### src/rtl/pipe_io_ports_if.sv
// Data-memory side bus of the pipe_io_ports responder.
// The CPU decoder is the master; the I/O block is the slave.
interface pipe_io_ports_if;
  logic        io_sel;
  logic        io_we;
  logic [4:0]  io_addr;
  logic [31:0] io_wdata;
  logic [31:0] io_rdata;

  modport master (
    output io_sel, io_we, io_addr, io_wdata,
    input  io_rdata
  );

  modport slave (
    input  io_sel, io_we, io_addr, io_wdata,
    output io_rdata
  );
endinterface

### src/rtl/pipe_io_ports.sv
// Memory-mapped switch/key/hex/led I/O for pipeline_computer_01.
// Define PIPE_IO_IRQ_EN to add IRQ_MASK (0x18) and a key-event irq.
module pipe_io_ports #(
  parameter int DEBOUNCE_CYCLES = 50000,
  parameter int CNT_W           = 16
) (
  input  logic             clk,
  input  logic             resetn,
  pipe_io_ports_if.slave   bus,
  input  logic [9:0]       sw,
  input  logic [3:1]       key,
  output logic [6:0]       hex5,
  output logic [6:0]       hex4,
  output logic [6:0]       hex3,
  output logic [6:0]       hex2,
  output logic [6:0]       hex1,
  output logic [6:0]       hex0,
  output logic [9:0]       led,
  output logic             irq
);

  localparam logic [CNT_W-1:0] LAST = CNT_W'(DEBOUNCE_CYCLES - 1);

  localparam logic [2:0] R_SW    = 3'd0;
  localparam logic [2:0] R_KEY   = 3'd1;
  localparam logic [2:0] R_EDGE  = 3'd2;
  localparam logic [2:0] R_HEX   = 3'd3;
  localparam logic [2:0] R_LED   = 3'd4;
  localparam logic [2:0] R_BLANK = 3'd5;
  localparam logic [2:0] R_MASK  = 3'd6;

  logic [9:0]       sw_s1, sw_s2;
  logic [2:0]       key_s1, key_s2;
  logic [2:0]       pressed;
  logic [2:0]       deb;
  logic [CNT_W-1:0] cnt [3];
  logic [2:0]       flip;
  logic [2:0]       rise;
  logic [2:0]       key_edge;
  logic [2:0]       edge_clr;
  logic [23:0]      hex_data;
  logic [5:0]       blank;
  logic [9:0]       led_q;
  logic [6:0]       hex_q [6];
  logic [2:0]       idx;
  logic             wr, rd;
  logic [31:0]      rd_val;
  logic             unused;

  assign idx    = bus.io_addr[4:2];
  assign wr     = bus.io_sel & bus.io_we;
  assign rd     = bus.io_sel & ~bus.io_we;
  assign unused = ^{bus.io_addr[1:0], bus.io_wdata[31:24]};

  function automatic logic [6:0] seg(input logic [3:0] n);
    logic [6:0] s;
    case (n)
      4'h0: s = 7'h40;
      4'h1: s = 7'h79;
      4'h2: s = 7'h24;
      4'h3: s = 7'h30;
      4'h4: s = 7'h19;
      4'h5: s = 7'h12;
      4'h6: s = 7'h02;
      4'h7: s = 7'h78;
      4'h8: s = 7'h00;
      4'h9: s = 7'h10;
      4'hA: s = 7'h08;
      4'hB: s = 7'h03;
      4'hC: s = 7'h46;
      4'hD: s = 7'h21;
      4'hE: s = 7'h06;
      default: s = 7'h0E;
    endcase
    return s;
  endfunction

  // Keys are active-low on the board; invert after sync so 1 = pressed
  assign pressed = ~key_s2;

  always_comb begin
    flip = '0;
    for (int i = 0; i < 3; i++)
      flip[i] = (pressed[i] != deb[i]) && (cnt[i] == LAST);
  end

  assign rise     = flip & pressed;
  assign edge_clr = (wr && idx == R_EDGE) ? bus.io_wdata[2:0] : 3'b0;

  always_ff @(posedge clk or negedge resetn) begin
    if (!resetn) begin
      sw_s1  <= '0;
      sw_s2  <= '0;
      key_s1 <= '1;
      key_s2 <= '1;
      deb    <= '0;
      for (int i = 0; i < 3; i++)
        cnt[i] <= '0;
      key_edge <= '0;
    end else begin
      sw_s1  <= sw;
      sw_s2  <= sw_s1;
      key_s1 <= key;
      key_s2 <= key_s1;
      deb    <= deb ^ flip;
      for (int i = 0; i < 3; i++) begin
        if (pressed[i] == deb[i] || flip[i])
          cnt[i] <= '0;
        else
          cnt[i] <= cnt[i] + 1'b1;
      end
      // a fresh edge beats a simultaneous software clear
      key_edge <= (key_edge & ~edge_clr) | rise;
    end
  end

  always_ff @(posedge clk or negedge resetn) begin
    if (!resetn) begin
      hex_data <= '0;
      blank    <= '0;
      led_q    <= '0;
    end else if (wr) begin
      case (idx)
        R_HEX:   hex_data <= bus.io_wdata[23:0];
        R_LED:   led_q    <= bus.io_wdata[9:0];
        R_BLANK: blank    <= bus.io_wdata[5:0];
        default: ;
      endcase
    end
  end

  always_ff @(posedge clk or negedge resetn) begin
    if (!resetn) begin
      for (int k = 0; k < 6; k++)
        hex_q[k] <= 7'h40;
    end else begin
      for (int k = 0; k < 6; k++)
        hex_q[k] <= blank[k] ? 7'h7F : seg(hex_data[4*k +: 4]);
    end
  end

  assign hex0 = hex_q[0];
  assign hex1 = hex_q[1];
  assign hex2 = hex_q[2];
  assign hex3 = hex_q[3];
  assign hex4 = hex_q[4];
  assign hex5 = hex_q[5];
  assign led  = led_q;

`ifdef PIPE_IO_IRQ_EN
  logic [2:0] irq_mask;

  always_ff @(posedge clk or negedge resetn) begin
    if (!resetn) begin
      irq_mask <= '0;
      irq      <= 1'b0;
    end else begin
      if (wr && idx == R_MASK)
        irq_mask <= bus.io_wdata[2:0];
      irq <= |(key_edge & irq_mask);
    end
  end
`else
  assign irq = 1'b0;
`endif

  always_comb begin
    rd_val = '0;
    case (idx)
      R_SW:    rd_val = {22'b0, sw_s2};
      R_KEY:   rd_val = {29'b0, deb};
      R_EDGE:  rd_val = {29'b0, key_edge};
      R_HEX:   rd_val = {8'b0, hex_data};
      R_LED:   rd_val = {22'b0, led_q};
      R_BLANK: rd_val = {26'b0, blank};
`ifdef PIPE_IO_IRQ_EN
      R_MASK:  rd_val = {29'b0, irq_mask};
`endif
      default: rd_val = '0;
    endcase
  end

  always_ff @(posedge clk or negedge resetn) begin
    if (!resetn)
      bus.io_rdata <= '0;
    else if (rd)
      bus.io_rdata <= rd_val;
  end

endmodule

### src/flat_wrapper.sv
// flat-port wrapper written by rule: the top's interface ports become plain ports
module pipe_io_ports_flat 
#(
  parameter int DEBOUNCE_CYCLES = 50000,
  parameter int CNT_W           = 16
)
  (clk, resetn, sw, key, hex5, hex4, hex3, hex2, hex1, hex0, led, irq, bus_io_sel, bus_io_we, bus_io_addr, bus_io_wdata, bus_io_rdata);
  pipe_io_ports_if bus_i ();
  input  logic clk;
  input  logic resetn;
  input  logic [9:0] sw;
  input  logic [3:1] key;
  output logic [6:0] hex5;
  output logic [6:0] hex4;
  output logic [6:0] hex3;
  output logic [6:0] hex2;
  output logic [6:0] hex1;
  output logic [6:0] hex0;
  output logic [9:0] led;
  output logic irq;
  input wire logic [$bits(bus_i.io_sel)-1:0] bus_io_sel;
  input wire logic [$bits(bus_i.io_we)-1:0] bus_io_we;
  input wire logic [$bits(bus_i.io_addr)-1:0] bus_io_addr;
  input wire logic [$bits(bus_i.io_wdata)-1:0] bus_io_wdata;
  output wire logic [$bits(bus_i.io_rdata)-1:0] bus_io_rdata;
  assign bus_i.io_sel = bus_io_sel;
  assign bus_i.io_we = bus_io_we;
  assign bus_i.io_addr = bus_io_addr;
  assign bus_i.io_wdata = bus_io_wdata;
  assign bus_io_rdata = bus_i.io_rdata;
  pipe_io_ports #(.DEBOUNCE_CYCLES(DEBOUNCE_CYCLES), .CNT_W(CNT_W)) u_core (.clk(clk), .resetn(resetn), .bus(bus_i), .sw(sw), .key(key), .hex5(hex5), .hex4(hex4), .hex3(hex3), .hex2(hex2), .hex1(hex1), .hex0(hex0), .led(led), .irq(irq));
endmodule
### config.mk
export PLATFORM = sky130hd
export DESIGN_NAME = pipe_io_ports_flat
export DESIGN_NICKNAME = d
export VERILOG_FILES = /design/src/rtl/pipe_io_ports_if.sv /design/src/rtl/pipe_io_ports.sv /design/src/flat_wrapper.sv
export SDC_FILE = /design/constraint.sdc
export NUM_CORES = 1
export LEC_CHECK = 0
export CAP_MARGIN = 40
export CORE_MARGIN = 4
export CORE_UTILIZATION = 40
export CTS_CLUSTER_SIZE = 28
export DETAILED_ROUTE_END_ITERATION = 7
export PLACE_DENSITY_LB_ADDON = 0.15
export SYNTH_ARGS = -nofsm -noshare
export SYNTH_HDL_FRONTEND = slang
export SYNTH_SLANG_ARGS = --single-unit
### constraint.sdc
create_clock -name clk -period 2.7 [get_ports clk]
set_clock_uncertainty 0.1 [all_clocks]
set_input_delay 0.81 -clock clk [delete_from_list [all_inputs] [get_ports clk]]
set_output_delay 0.81 -clock clk [all_outputs]
set_load 0.05 [all_outputs]
==> summary.txt, run 1 <==
Routing
  • Violation count after the first detailed-routing iteration: 212
  • Residual DRC: 0
  • Via total after detailed routing: 6000
  • Via-to-Cell Ratio: 5.00
  • Final routed wirelength across all metal layers: 19.0 mm
  • Average detailed-routed wire length per instance: 15.8 um
  • Post-DRT Antenna Nets: 0
  • Detailed Routing Iterations Pass 1: 4

Yosys
  • Synth cell types: 55
  • Top_reg_cell synth: sky130_fd_sc_hd__dfrtp_1
  • Cell taking the most area after synthesis: sky130_fd_sc_hd__dfrtp_1
  • Fraction of registers with async set or reset after synthesis: 1.00
  • Number of enable-type register cells in the synthesized netlist: 0
  • List of most frequent post-synthesis cells: sky130_fd_sc_hd__dfrtp_1 (174), sky130_fd_sc_hd__nor2_1 (88), sky130_fd_sc_hd__nand2_1 (60)
  • Synthesis warning total: 0
  • Gate count of the mapped netlist: 793
  • Count leader, synth: sky130_fd_sc_hd__dfrtp_1
  • Share of the synthesized area in the top cell type: 0.501
  • Dominant cells by area after synthesis: sky130_fd_sc_hd__dfrtp_1 (50%), sky130_fd_sc_hd__ha_1 (5.6%), sky130_fd_sc_hd__mux2_2 (4.9%), sky130_fd_sc_hd__nor2_1 (3.8%), sky130_fd_sc_hd__dfstp_2 (3.6%)
  • Synth Cell Area: 0.00869 mm2
  • Seq cells post-synth: 186
  • Avg Inst Size Synth: 11.0 um2
  • Share of the yosys chip area belonging to registers: 0.537

Worst setup path
  • Worst-path cell with the longest stage delay: sky130_fd_sc_hd__clkdlybuf4s50_1
  • Crit. path cell count: 1
  • Data required time at the worst endpoint: 1.79 ns
  • Reg2reg end: u_core.cnt[44]$_DFF_PN0_
  • CP endpoint kind: output port
  • Cells along the critical path: clkdlybuf4s50_1
  • Flop-to-flop setup slack: 0.65 ns
  • Worst setup SP type: flop
  • Number of buffer and inverter stages on the critical path: 1
  • Launching element of the worst setup path: u_core.hex2[6]$_DFF_PN1_
  • CP Max Fanout: 1
  • Cell family with the largest share of critical-path delay: buffers and inverters
  • Data arrival at the endpoint of the critical path: 1.73 ns
  • Number of cells on the worst reg-to-reg path: 4
  • Worst Path Class, Setup: flop to output port
  • Crit-path max cell delay: 0.79 ns
  • Endpoint of the worst setup timing path: hex2[6]
  • Reg-to-Reg Start: u_core.cnt[39]$_DFF_PN0_

CTS
  • Maximum buffer depth of the clock tree: 2
  • CTS Buf Count: 17
  • Number of hold-repair buffers added at the cts stage: 0
  • CTS root buffer: sky130_fd_sc_hd__clkbuf_16
  • H-tree depth: 4
  • Clock transition at the registers of the reported paths: 0.07 ns
  • Num Clock Sinks: 186
  • Insertion delay of the later-clocked pin in the worst-skew pair: 0.43 ns
  • TritonCTS clock tree: done

Floorplanning
  • Initial cell density of the core: 0.409
  • Standard cell core area: 0.0212 mm2
  • Area enclosed by the die boundary: 0.0241 mm2
  • # rows: 53
  • I/O pin cnt: 139
  • Die X-Extent: 155 um
  • Vertical die dimension: 155 um

Timing
  • Min Clock Period, post-route: 2.64 ns
  • Sum of negative setup slack: 0 ns
  • Worst-margin pin slew: 0.618 ns
  • Period utilization: 0.979
  • Final Hold Viols: 0
  • Setup repair after global routing missed its margin: no
  • Max Clk Rate: 0.378 GHz
  • Max transition margin: 0.588
  • Final count of negative-setup-slack endpoints: 0
  • Setup WS post-layout: 0.0572 ns
  • Max-slew violation total from the final report: 0

Global routing
  • Met3 usage in global routing: 0.0378
  • Via count of the first global-routing pass: 5888
  • Met1 track demand over resource in global routing: 0.229
  • Global route total overflow: 0
  • All-Layer GR Usage: 0.161
  • Number of antenna violations at the first check in global routing: 1
  • Largest net degree at the start of global routing: 75
  • Global-route wire length before repair: 31.2 mm
  • Met2 global-route usage: 0.252
  • Most used routing layer in global routing: met2

Pwr
  • Static leakage: 4.71 nW
  • Clock network fraction of total power: 0.273
  • Net switching power: 3.51 mW
  • Internal power component: 5.85 mW
  • Power density over the cells: 862 mW/mm2
  • Fraction of power spent switching nets: 0.375
  • Power share of the combinational group: 0.329
  • Total Power: 9.36 mW
  • Peak VDD IR: 0.000428 V
  • Flop pwr share: 0.397

Placement
  • Total half-perimeter wirelength after legalization and detailed placement: 13.7 mm
  • Gpl congestion: 0.824
  • Count of input and output buffers: 119
  • Setup Slack @ Placement: 0.0895 ns
  • Cell area reported after detailed placement: 0.0102 mm2

Job
  • Number of violations of the max-capacitance limit: 0

Hold path
  • Worst min path class: flop to flop
  • Worst Hold Launch: u_core.sw_s1[8]$_DFF_PN0_

Final layout
  • Net total in the final layout: 1005
  • Antenna diode count: 0
  • Area of the multi-input gates: 0.00370 mm2
  • Relative area change from synthesis to final layout: 25.0%
  • Number of filler cells placed in the layout: 1934
  • Total non-filler cell area in the finished layout: 0.0109 mm2
  • Register area: 0.00467 mm2
  • Ratio of cells with drive above 1 in the final layout: 0.131

Run status
  • Outcome: finished, final reports clean
-- state kept, by name (all words and copies together), names as in the netlist, 10 cells and up, named ones only --
name,count
u_core.led,10
u_core.bus.io_rdata,24
u_core.hex_data,24
u_core.sw_s2,10
u_core.sw_s1,10
u_core.cnt,48
-- stage by stage --
stage               cells   util  hold slack [ns]
floorplan             801      -            0.231
global placement     1168  0.483            0.235
detailed placement   1168  0.483            0.236
CTS                  1200  0.511            0.252
global route         1200  0.512            0.261
finish               1200  0.512            0.250
-- power by group through the flow --
stage / Sequential, mW / Combinational (mW) / Clock (mW)
5_1_grt: 3.81 / 3.30 / 2.76
2_1_floorplan: 4.68 / 1.13 / 0
6_report: 3.72 / 3.08 / 2.56
3_5_place_dp: 3.78 / 3.11 / 0
4_1_cts: 3.73 / 3.12 / 2.64
3_3_place_gp: 3.77 / 3.09 / 0
-- cells by family (layout without fill, tap and decap cells) --
logic type      count (synthesis)  after routing  synth area share
simple gates                  251            251             0.140
flops                         186            186             0.537
compound gates                137            137             0.109
buf+inv                        82            206            0.0416
mux                            54             54            0.0720
xor+xnor                       43             43            0.0433
fa+ha+maj                      39             39            0.0562
other cells                     1              9          0.000432
-- placed cells by master, fill, tap and decap left out, drive strengths merged, types with 12 or more instances in the layout --
master / Yosys / final
inv: 31 / 38
xnor2: 36 / 36
buf: 19 / 24
nand4: 12 / 12
clkdlybuf4s50: 0 / 114
ha: 39 / 39
nor2: 88 / 88
nand3: 17 / 17
o21ai: 43 / 43
clkbuf: 32 / 18
nor4: 12 / 12
mux2i: 13 / 13
a21oi: 15 / 15
dfrtp: 174 / 174
mux2: 38 / 38
dfstp: 12 / 12
nand2: 60 / 60
a22o: 14 / 14
nor3: 14 / 14
a211o: 20 / 20
-- final cells by class --
class | count | share of cell area
clock inverter | 15 | 0.0167
multi-input combinational | 533 | 0.341
sequential | 186 | 0.430
inverter | 31 | 0.0107
clock buffer | 17 | 0.0392
timing repair buffer | 143 | 0.131
tap | 275 | 0.0317
-- routing by layer --
| metal | vias up | wire, um |
|---|---|---|
| met3 | 9 | 715 |
| li1 | 2991 | - |
| met5 | - | 11 |
| met4 | 2 | 100 |
| met2 | 101 | 8710 |
| met1 | 2897 | 9410 |
-- timing repair --
item,4_1_cts,5_1_grt
hold endpoints to repair,0,0
setup endpoints to repair,0,4
resized for setup,0,4
setup buffers,0,0
-- worst min-delay path by stage --
stage	end	slack [ns]	depth (start not counted)
2_1_floorplan	u_core.sw_s2[0]$_DFF_PN0_	0.23	0
5_1_grt	u_core.key_s2[0]$_DFF_PN1_	0.26	0
3_3_place_gp	u_core.sw_s2[9]$_DFF_PN0_	0.23	0
4_1_cts	u_core.sw_s2[8]$_DFF_PN0_	0.25	0
3_5_place_dp	u_core.sw_s2[8]$_DFF_PN0_	0.24	0
6_report	u_core.sw_s2[8]$_DFF_PN0_	0.25	0
Note: power is estimated with default switching activity, not from simulation.
==> run 2, diff against run 1 <==
SLEW_MARGIN = 20   (was not set)
==> results of run 2 <==
Same layout as run 1: the final DEF is identical, and so are final timing and power.
==> run 3, diff against run 2 <==
CELL_PAD_IN_SITES_DETAIL_PLACEMENT = 0   (was not set)
CELL_PAD_IN_SITES_GLOBAL_PLACEMENT = 1   (was not set)
CORE_UTILIZATION = 42   (was 40)
CTS_CLUSTER_SIZE = 24   (was 28)
==> run 3 against run 2 <==
Via count increased by 3.0%. Global-route usage is 0.57 points higher. First-iteration DRC count is 26% higher. Clock power rose by 2%. Critical path depth stayed put. Critical endpoint is now hex5[6].
==> summary.txt, run 3 (same netlist as run 1, synthesis figures left out) <==
Run status
  • Outcome: finished, final reports clean

Placement
  • Cell area reported after detailed placement: 0.0102 mm2
  • Gpl congestion: 0.815
  • Total half-perimeter wirelength after legalization and detailed placement: 14.0 mm
  • Count of input and output buffers: 119
  • Setup Slack @ Placement: -0.0262 ns
  • Placed Instances: 1161

Final layout
  • Total non-filler cell area in the finished layout: 0.0109 mm2
  • Antenna diode count: 0
  • Number of filler cells placed in the layout: 1791
  • Register area: 0.00467 mm2
  • Number of non-filler instances in the completed layout: 1193
  • Largest registers: u_core.cnt: 48 flops, u_core.bus.io_rdata: 24 flops, u_core.hex_data: 24 flops
  • Commonest non-fill, non-tap cell in the layout: sky130_fd_sc_hd__dfrtp_1
  • Relative area change from synthesis to final layout: 24.9%
  • Commonest cells after routing, fill and taps aside: sky130_fd_sc_hd__dfrtp_1 (174), sky130_fd_sc_hd__clkdlybuf4s50_1 (117), sky130_fd_sc_hd__nor2_1 (88)
  • Largest reg by FF count: u_core.cnt
  • Largest register FFs: 48
  • Net total in the final layout: 1003
  • Utilization of the core after routing: 0.535
  • Ratio of cells with drive above 1 in the final layout: 0.129
  • Area of the multi-input gates: 0.00370 mm2

Pwr
  • Net switching power: 3.48 mW
  • Fraction of power spent switching nets: 0.369
  • Flop pwr share: 0.395
  • Power density over the cells: 869 mW/mm2
  • Peak VDD IR: 0.000504 V
  • Clock network fraction of total power: 0.277
  • Static leakage: 4.67 nW
  • Total Power: 9.44 mW
  • Internal power component: 5.96 mW
  • Power share of the combinational group: 0.328

Global routing
  • All-Layer GR Usage: 0.167
  • Via count of the first global-routing pass: 6267
  • Global-route wire length before repair: 31.8 mm
  • Number of antenna violations at the first check in global routing: 0
  • Global route total overflow: 0
  • Largest net degree at the start of global routing: 55

CTS
  • Number of hold-repair buffers added at the cts stage: 0
  • Clock transition at the registers of the reported paths: 0.07 ns
  • Num Clock Sinks: 186
  • Maximum buffer depth of the clock tree: 2
  • TritonCTS clock tree: done
  • CTS Buf Count: 17
  • H-tree depth: 4
  • CTS root buffer: sky130_fd_sc_hd__clkbuf_16
  • Number of post-CTS setup repair buffers: 0
  • Insertion delay of the later-clocked pin in the worst-skew pair: 0.42 ns

Worst setup path
  • CP endpoint kind: output port
  • CP Max Fanout: 1
  • Cells along the critical path: clkdlybuf4s50_1
  • Cell family with the largest share of critical-path delay: buffers and inverters
  • Data required time at the worst endpoint: 1.79 ns
  • Worst setup SP type: flop
  • Reg-to-Reg Start: u_core.cnt[39]$_DFF_PN0_
  • Data arrival at the endpoint of the critical path: 1.74 ns
  • Worst-path cell with the longest stage delay: sky130_fd_sc_hd__clkdlybuf4s50_1
  • Launching element of the worst setup path: u_core.hex5[6]$_DFF_PN1_
  • Number of buffer and inverter stages on the critical path: 1
  • Worst Path Class, Setup: flop to output port
  • Crit-path max cell delay: 0.80 ns

Timing
  • Fin Hold WS: 0.217 ns
  • Max Clk Rate: 0.377 GHz
  • Sum of negative setup slack: 0 ns
  • Setup WS post-layout: 0.0494 ns
  • Final Hold Viols: 0
  • Min Clock Period, post-route: 2.65 ns
  • Period utilization: 0.982
  • Final count of negative-setup-slack endpoints: 0
  • Max transition margin: 0.615
  • Worst-margin pin slew: 0.575 ns
  • Setup repair after global routing missed its margin: no
  • Max-slew violation total from the final report: 0

Job
  • Number of violations of the max-capacitance limit: 0

Routing
  • Average detailed-routed wire length per instance: 16.0 um
  • Final routed wirelength across all metal layers: 19.0 mm
  • Via-to-Cell Ratio: 5.18
  • Via total after detailed routing: 6178
  • Detailed Routing Iterations Pass 1: 5
  • Residual DRC: 0
  • Violation count after the first detailed-routing iteration: 268
  • Post-DRT Antenna Nets: 0

Floorplanning
  • # rows: 52
  • I/O pin cnt: 139
  • Initial cell density of the core: 0.428
  • Die X-Extent: 152 um
  • Area enclosed by the die boundary: 0.0231 mm2
  • Standard cell core area: 0.0203 mm2
  • Vertical die dimension: 152 um

Hold path
  • Worst min path class: input port to async pin
==> run 3: changes by cell type in the layout (fill, tap and decap cells not counted), sizes merged <==
cell and delta:
clkinv -3, clkdlybuf4s50 +3, dlymetal6s2s -3, inv -2, buf -1, bufinv +1
clkinvlp +3
==> run 3: power groups by stage <==
| stage | sequential (mW) | clock (mW) | combinational [mW] |
|---|---|---|---|
| floorplan | 4.68 | 0 | 1.13 |
| global placement | 3.77 | 0 | 3.08 |
| detailed placement | 3.78 | 0 | 3.12 |
| CTS | 3.73 | 2.69 | 3.13 |
| global route | 3.81 | 2.80 | 3.31 |
| finish | 3.73 | 2.61 | 3.09 |
==> run 3: final timing paths <==
check / end / slack [ns] / cells after the start
worst max-delay path: hex5[6] / 0.05 / 1
worst min-delay path: u_core.hex2[2]$_DFF_PN0_ / 0.22 / 1
worst max register to register: u_core.cnt[40]$_DFF_PN0_ / 0.67 / 4
worst min register to register: u_core.sw_s2[2]$_DFF_PN0_ / 0.25 / 0
max in group asynchronous: u_core.hex5[6]$_DFF_PN1_ / 1.59 / 2
min in group clk: u_core.sw_s2[2]$_DFF_PN0_ / 0.25 / 0
==> run 3: timing repair <==
item / in CTS / in global routing
endpoints found under the hold margin: 0 / 0
resized for setup: 0 / 1
endpoints found under the setup margin: 0 / 1
==> run 3: area by class of cell <==
type	count	area share
multi-input cells	533	0.341
inverters	31	0.0107
clock buffers	18	0.0405
repair buffers	141	0.130
well taps	270	0.0311
clock inverters	14	0.0169
flip-flops and latches	186	0.430
==> run 3: metal layers <==
metal,wire (um),GRT usage
met3,776,0.0364
met5,0,0
met4,180,0.0467
met1,8620,0.220
met2,9470,0.280
